**config.mk**
```make
export PLATFORM = sky130hd
export DESIGN_NAME = ift_trace_recorder
export DESIGN_NICKNAME = d
export VERILOG_FILES = /design/src/rtl/ift_trace_recorder.sv
export SDC_FILE = /design/constraint.sdc
export NUM_CORES = 1
export LEC_CHECK = 0
export ABC_AREA = 1
export ABC_CLOCK_PERIOD_IN_PS = 10900
export BUFFER_PORTS_ARGS = -buffer_cell sky130_fd_sc_hd__clkbuf_2
export CORE_ASPECT_RATIO = 1.4
export CORE_MARGIN = 2
export CORE_UTILIZATION = 50
export DETAILED_ROUTE_END_ITERATION = 10
export PLACE_DENSITY = 0.71
export RECOVER_POWER = 100
export SYNTH_ARGS = -nofsm -noshare
export SYNTH_HDL_FRONTEND = slang
export SYNTH_SLANG_ARGS = --single-unit
```
**constraint.sdc**
```tcl
create_clock -name CLK -period 10.9 [get_ports CLK]
set_input_delay 0.545 -clock CLK [delete_from_list [all_inputs] [get_ports CLK]]
set_output_delay 0.545 -clock CLK [all_outputs]
set_load 0.02 [all_outputs]
```
**src/rtl/ift_trace_recorder.sv**
```systemverilog
// -----------------------------------------------------------------------------
// ift_trace_recorder
//
// Records change events of an IFT-instrumented flip-flop's output (Q and its
// taint vector Q_t). While capturing, every cycle whose value or taint differs
// from the previous cycle (and always the first cycle) produces an event
// {value, taint, timestamp}, which is pushed into a circular FIFO. A reader
// drains the FIFO through a show-ahead valid/ready port.
//
// Ports:
//   CLK        clock, all state changes on the rising edge
//   RST        synchronous active-high reset
//   ARM        start a capture (honoured in IDLE only)
//   STOP       end a capture (honoured in CAPTURE only); that cycle is sampled
//   Q, Q_t     DUT value and taint being recorded
//   OUT_VALID  FIFO head holds an event
//   OUT_READY  reader accepts the head event
//   OUT_DATA   head event value
//   OUT_TAINT  head event taint
//   OUT_TS     head event timestamp
//   COUNT      number of buffered events
//   OVERFLOW   sticky: an event was dropped since the last ARM/RST
//   BUSY       recorder is capturing or draining
// -----------------------------------------------------------------------------
module ift_trace_recorder #(
    parameter int DATA_W  = 2,
    parameter int TAINT_W = 32,
    parameter int DEPTH   = 16,
    parameter int TS_W    = 16
) (
    input  logic                     CLK,
    input  logic                     RST,
    input  logic                     ARM,
    input  logic                     STOP,
    input  logic [DATA_W-1:0]        Q,
    input  logic [TAINT_W-1:0]       Q_t,
    output logic                     OUT_VALID,
    input  logic                     OUT_READY,
    output logic [DATA_W-1:0]        OUT_DATA,
    output logic [TAINT_W-1:0]       OUT_TAINT,
    output logic [TS_W-1:0]          OUT_TS,
    output logic [$clog2(DEPTH):0]   COUNT,
    output logic                     OVERFLOW,
    output logic                     BUSY
);

    localparam int PTR_W = $clog2(DEPTH);
    localparam int CNT_W = PTR_W + 1;
    localparam int EV_W  = DATA_W + TAINT_W + TS_W;

    localparam logic [TS_W-1:0]  TS_MAX    = {TS_W{1'b1}};
    localparam logic [TS_W-1:0]  TS_ONE    = TS_W'(1);
    localparam logic [PTR_W-1:0] PTR_ONE   = PTR_W'(1);
    localparam logic [CNT_W-1:0] CNT_ONE   = CNT_W'(1);
    localparam logic [CNT_W-1:0] CNT_ZERO  = CNT_W'(0);
    localparam logic [CNT_W-1:0] CNT_DEPTH = CNT_W'(DEPTH);

    typedef enum logic [1:0] {
        ST_IDLE    = 2'd0,
        ST_CAPTURE = 2'd1,
        ST_DRAIN   = 2'd2
    } state_t;

    state_t             r_state;
    state_t             w_state_next;
    logic               w_arm_acc;

    logic [EV_W-1:0]    r_mem [DEPTH];
    logic [PTR_W-1:0]   r_wr_ptr;
    logic [PTR_W-1:0]   r_rd_ptr;
    logic [CNT_W-1:0]   r_count;
    logic [CNT_W-1:0]   w_count_next;

    logic [TS_W-1:0]    r_ts;
    logic               r_first;
    logic [DATA_W-1:0]  r_prev_q;
    logic [TAINT_W-1:0] r_prev_t;
    logic               r_overflow;

    logic               w_sample;
    logic               w_push_req;
    logic               w_push;
    logic               w_pop;
    logic               w_drop;
    logic               w_empty;
    logic               w_full;
    logic [EV_W-1:0]    w_head;

    // Event detection and FIFO handshake decisions for this cycle.
    always_comb begin
        w_sample   = 1'b0;
        w_push_req = 1'b0;
        w_empty    = (r_count == CNT_ZERO);
        w_full     = (r_count == CNT_DEPTH);
        w_pop      = 1'b0;
        w_push     = 1'b0;
        w_drop     = 1'b0;
        if (r_state == ST_CAPTURE) begin
            w_sample   = 1'b1;
            w_push_req = r_first | (Q != r_prev_q) | (Q_t != r_prev_t);
        end else begin
            w_sample   = 1'b0;
            w_push_req = 1'b0;
        end
        w_pop = ~w_empty & OUT_READY;
        // A pop in the same cycle frees the slot, so a full FIFO still accepts.
        w_push = w_push_req & (~w_full | w_pop);
        w_drop = w_push_req & ~w_push;
    end

    // Occupancy after this cycle's push/pop.
    always_comb begin
        w_count_next = r_count;
        case ({w_push, w_pop})
            2'b10:   w_count_next = r_count + CNT_ONE;
            2'b01:   w_count_next = r_count - CNT_ONE;
            default: w_count_next = r_count;
        endcase
    end

    // Next-state logic; DRAIN ends on the edge that empties the FIFO.
    always_comb begin
        w_state_next = r_state;
        w_arm_acc    = 1'b0;
        case (r_state)
            ST_IDLE: begin
                if (ARM) begin
                    w_state_next = ST_CAPTURE;
                    w_arm_acc    = 1'b1;
                end else begin
                    w_state_next = ST_IDLE;
                end
            end
            ST_CAPTURE: begin
                if (STOP) begin
                    w_state_next = ST_DRAIN;
                end else begin
                    w_state_next = ST_CAPTURE;
                end
            end
            ST_DRAIN: begin
                if (w_count_next == CNT_ZERO) begin
                    w_state_next = ST_IDLE;
                end else begin
                    w_state_next = ST_DRAIN;
                end
            end
            default: begin
                w_state_next = ST_IDLE;
            end
        endcase
    end

    // State register.
    always_ff @(posedge CLK) begin
        if (RST) begin
            r_state <= ST_IDLE;
        end else begin
            r_state <= w_state_next;
        end
    end

    // Capture bookkeeping: timestamp, first-sample flag, previous sample, overflow.
    always_ff @(posedge CLK) begin
        if (RST) begin
            r_ts       <= {TS_W{1'b0}};
            r_first    <= 1'b0;
            r_prev_q   <= {DATA_W{1'b0}};
            r_prev_t   <= {TAINT_W{1'b0}};
            r_overflow <= 1'b0;
        end else if (w_arm_acc) begin
            r_ts       <= {TS_W{1'b0}};
            r_first    <= 1'b1;
            r_overflow <= 1'b0;
        end else if (w_sample) begin
            r_prev_q <= Q;
            r_prev_t <= Q_t;
            r_first  <= 1'b0;
            // Saturate rather than wrap so late events never look early.
            if (r_ts != TS_MAX) begin
                r_ts <= r_ts + TS_ONE;
            end
            if (w_drop) begin
                r_overflow <= 1'b1;
            end
        end
    end

    // FIFO pointers and occupancy; reset discards everything buffered.
    always_ff @(posedge CLK) begin
        if (RST) begin
            r_wr_ptr <= {PTR_W{1'b0}};
            r_rd_ptr <= {PTR_W{1'b0}};
            r_count  <= CNT_ZERO;
        end else begin
            if (w_push) begin
                r_wr_ptr <= r_wr_ptr + PTR_ONE;
            end
            if (w_pop) begin
                r_rd_ptr <= r_rd_ptr + PTR_ONE;
            end
            r_count <= w_count_next;
        end
    end

    // Event storage; contents are only observable through a valid head.
    always_ff @(posedge CLK) begin
        if (w_push) begin
            r_mem[r_wr_ptr] <= {Q, Q_t, r_ts};
        end
    end

    // Head is forced to zero when empty so outputs read 0 after reset.
    always_comb begin
        w_head = {EV_W{1'b0}};
        if (!w_empty) begin
            w_head = r_mem[r_rd_ptr];
        end else begin
            w_head = {EV_W{1'b0}};
        end
    end

    assign OUT_VALID = ~w_empty;
    assign {OUT_DATA, OUT_TAINT, OUT_TS} = w_head;
    assign COUNT     = r_count;
    assign OVERFLOW  = r_overflow;
    assign BUSY      = (r_state != ST_IDLE);

endmodule

```
==> results.json <==
{
  "netlist.area_leader.share": 0.699,
  "coreArea_mm2": 0.0680,
  "router_iterations_before_antenna_repair": 6,
  "leakagePower_uw": 0.0122,
  "cts_root_buffer": "sky130_fd_sc_hd__clkbuf_16",
  "yosysSeqAreaShare": 0.740,
  "grt_first_pass_wirelength_um": 132000,
  "cts_max_level": 3,
  "finalCriticalPeriod_ns": 7.64,
  "mappedNetlistArea_mm2": 0.0344,
  "tritoncts.num_buffers": 80,
  "cp_data_required_time_ns": 10.36,
  "total_power_uw": 8700,
  "worst_reg2reg_path_length_in_cells": 12,
  "cellInternalPower_uw": 5770,
  "hold_viol": 0,
  "clockBufferDepth": 3,
  "worst_path_largest_cell_delay_ns": 2.91,
  "cts_repair_resize_count": 0,
  "cts_hold_repair.buffers": 0,
  "worst-setup-path-type": "reg2out",
  "dp_hpwl_um": 42600,
  "synth_commonest_cells": "800 x sky130_fd_sc_hd__edfxtp_1, 493 x sky130_fd_sc_hd__nor2_1, 437 x sky130_fd_sc_hd__o21ai_0, 161 x sky130_fd_sc_hd__clkbuf_1, 151 x sky130_fd_sc_hd__o221ai_1",
  "synthesis.yosys.warnings": 0,
  "seq_power_share": 0.435,
  "timing.max_slew.rel_slack": -2.20,
  "drive_gt1_frac": 0.0590,
  "critPathMostFrequentCell": "sky130_fd_sc_hd__clkbuf_1",
  "initial_antenna_violation_count": 4,
  "io_buffers": 96,
  "drt_iter0_drc": 2618,
  "post_drt_antenna_nets": 0,
  "syn-mean-instance-area_um2": 13.0,
  "totalNegativeSetupSlack_ns": 0,
  "clock_net_sink_count": 871,
  "worst_hold_path_type": "in2reg",
  "synth_most_common_cell": "sky130_fd_sc_hd__edfxtp_1",
  "grt_util_all_layers": 0.247,
  "power.combinational.fraction": 0.259,
  "total_of_flip_flops_plus_latches_after_synthesis": 871,
  "cap_viol_max_count": 23,
  "grt_overflow": 0,
  "postSynthCellCount": 2651,
  "crit_path_cell_trace": "clkinvlp_2 > clkbuf_1 > o21ai_0 > o22ai_1 > o211ai_1 > a21oi_1 > clkbuf_1",
  "cts.clk_slew.worst_paths_ns": 0.06,
  "finalWirelength_um": 88000,
  "setup_viol": 0,
  "min_delay_worst_endpoint": "r_state[1]$_SDFF_PP0_",
  "power_switching_share": 0.337,
  "pin_count_of_the_biggest_net_entering_global_routing": 179,
  "run_status": "finished with violations",
  "post-cts-setup-buffer-count": 0,
  "rr_endpoint": "r_mem[5][13]$_DFFE_PP_",
  "worst_pin_slew_ns": 4.79,
  "violated_checks": "capacitance limit, slew limit",
  "whs_path_depth": 3,
  "rsz_0062_raised_after_global_routing": "no",
  "regToRegSetupSlack_ns": 4.62,
  "worstSetupEndpointType": "output pin",
  "regToRegStartpoint": "r_prev_t[0]$_SDFFE_PP0P_",
  "switchingPower_uw": 2930,
  "path_max_fanout": 85,
  "crit_path_start_kind": "flip-flop",
  "clkLatencyLatePin_ns": 0.63,
  "dieHeight_um": 314,
  "share_of_the_clock_period_used_by_the_worst_path": 0.701,
  "min-delay-start": "STOP",
  "finalClockSkew_ns": 0.0231,
  "layout-area-overhead-vs-synth_pct": 10.1,
  "crit_arrival_ns": 7.09,
  "cts_tree": "done",
  "report.final.slew_viol_count": 1059,
  "synthDominantAreaCellType": "sky130_fd_sc_hd__edfxtp_1",
  "post_dr_vias_cell": 6.14,
  "edff_count_synth": 800,
  "routabilityCongestion": 0.808,
  "clkPwrFrac": 0.307,
  "grt_pass1_vias": 22000,
  "nets": 2728,
  "rows": 113,
  "dominantRegCellSynth": "sky130_fd_sc_hd__edfxtp_1",
  "fmax_mhz": 131,
  "p_per_area_mw_per_mm2": 230,
  "power.ir.vdd_worst_v": 0.000192,
  "start_util": 0.505,
  "synth.net_count": 2700,
  "critical-path-slowest-cell": "sky130_fd_sc_hd__clkbuf_1",
  "die_w_um": 226,
  "io_pins": 97,
  "vias": 22500,
  "async_reset_ff_frac": 0,
  "synth_cell_type_count": 46,
  "post_drt_wl_per_cell_um": 24.0,
  "drc": 0,
  "largest_cells_by_area_after_synthesis": "sky130_fd_sc_hd__edfxtp_1 70%, sky130_fd_sc_hd__o21ai_0 6.4%, sky130_fd_sc_hd__nor2_1 5.4%",
  "fp.dieArea_mm2": 0.0709
}
-- critical path, delay by kind of cell, from the launching register on --
| kind | cells | cell delay (ns) |
|---|---|---|
| buf+inv | 3 | 4.58 |
| compound gates | 4 | 1.32 |
| flops | 1 | 0.47 |
-- worst max-delay path by stage --
stage | start | to | cells after the start
2_1_floorplan | Q_t[0] | r_mem[11][0]$_DFFE_PP_ | 10
3_3_place_gp | flip-flop | OUT_TS[7] | 7
3_5_place_dp | flip-flop | OUT_TS[7] | 7
4_1_cts | flip-flop | OUT_TS[7] | 7
5_1_grt | flip-flop | OUT_TAINT[11] | 7
6_report | flip-flop | OUT_TAINT[0] | 7
-- cell usage in the layout (no fill, tap or decap), types with 13 or more instances in the layout --
| master | n |
|---|---|
| sky130_fd_sc_hd__dfxtp_1 | 67 |
| sky130_fd_sc_hd__a21oi_1 | 88 |
| sky130_fd_sc_hd__edfxtp_1 | 800 |
| sky130_fd_sc_hd__buf_4 | 15 |
| sky130_fd_sc_hd__nor2_1 | 486 |
| sky130_fd_sc_hd__nand2_1 | 107 |
| sky130_fd_sc_hd__xnor2_1 | 13 |
| sky130_fd_sc_hd__o221ai_1 | 151 |
| sky130_fd_sc_hd__o21ai_0 | 439 |
| sky130_fd_sc_hd__o22ai_1 | 49 |
| sky130_fd_sc_hd__clkbuf_16 | 81 |
| sky130_fd_sc_hd__clkbuf_1 | 132 |
| sky130_fd_sc_hd__clkinv_1 | 17 |
| sky130_fd_sc_hd__inv_1 | 71 |
| sky130_fd_sc_hd__nand3_1 | 68 |
| sky130_fd_sc_hd__o211ai_1 | 49 |
-- registers in the layout (all words and copies together), names as in the netlist, named ones only --
register,flops
r_mem,800
r_prev_t,32
r_ts,16
COUNT,5
r_rd_ptr,4
r_wr_ptr,4
r_prev_q,2
r_state,2
OVERFLOW,1
r_first,1
-- stage by stage --
stage	utilization	setup WS, ns	cells	hold WS [ns]	area [um^2]
floorplan	-	6.94	2651	0.435	34400
global placement	0.525	6.82	3517	0.443	35700
detailed placement	0.525	6.77	3517	0.454	35700
CTS	0.561	6.09	3666	0.237	38200
global route	0.556	2.95	3667	0.289	37800
finish	0.556	3.26	3668	0.274	37800
-- layer usage --
metal  global-route usage  vias to the layer above  wire, um  part of all wire
li1                     -                     9976         -                 -
met3               0.0340                      216      6540             0.074
met5                    0                        -        22           0.00025
met2                0.426                     1088     44500              0.51
met4                0.107                        4      3390             0.038
met1                0.313                    11200     33500              0.38
-- kinds of logic after synthesis --
logic type | count (synthesis) | share of synthesized area
DFF | 871 | 0.740
AOI/OAI and AO/OA | 793 | 0.139
and+or+nand+nor | 697 | 0.0833
buffers and inverters | 264 | 0.0298
xor gates and xnor gates | 16 | 0.00408
adders and majority gates | 10 | 0.00386
-- power by group through the flow --
stage | Sequential, uW | Clock [uW] | Combinational, uW
after global routing | 3790 | 2820 | 2470
final | 3780 | 2670 | 2250
after global placement | 3850 | 0 | 2210
after CTS | 3780 | 2690 | 2290
after detailed placement | 3850 | 0 | 2270
after floorplan | 3800 | 0 | 1560
-- layout make-up --
cell class              count  area, um^2
clock inverters            40         322
multi-input cells        1516        7880
fillers                  5419       30200
repair buffers            130         556
well taps                 920        1150
inverters                  80         310
clock buffers             109        2150
diodes                      2        5.00
flip-flops and latches    871       25500
Power figures use the tool's default switching activity.
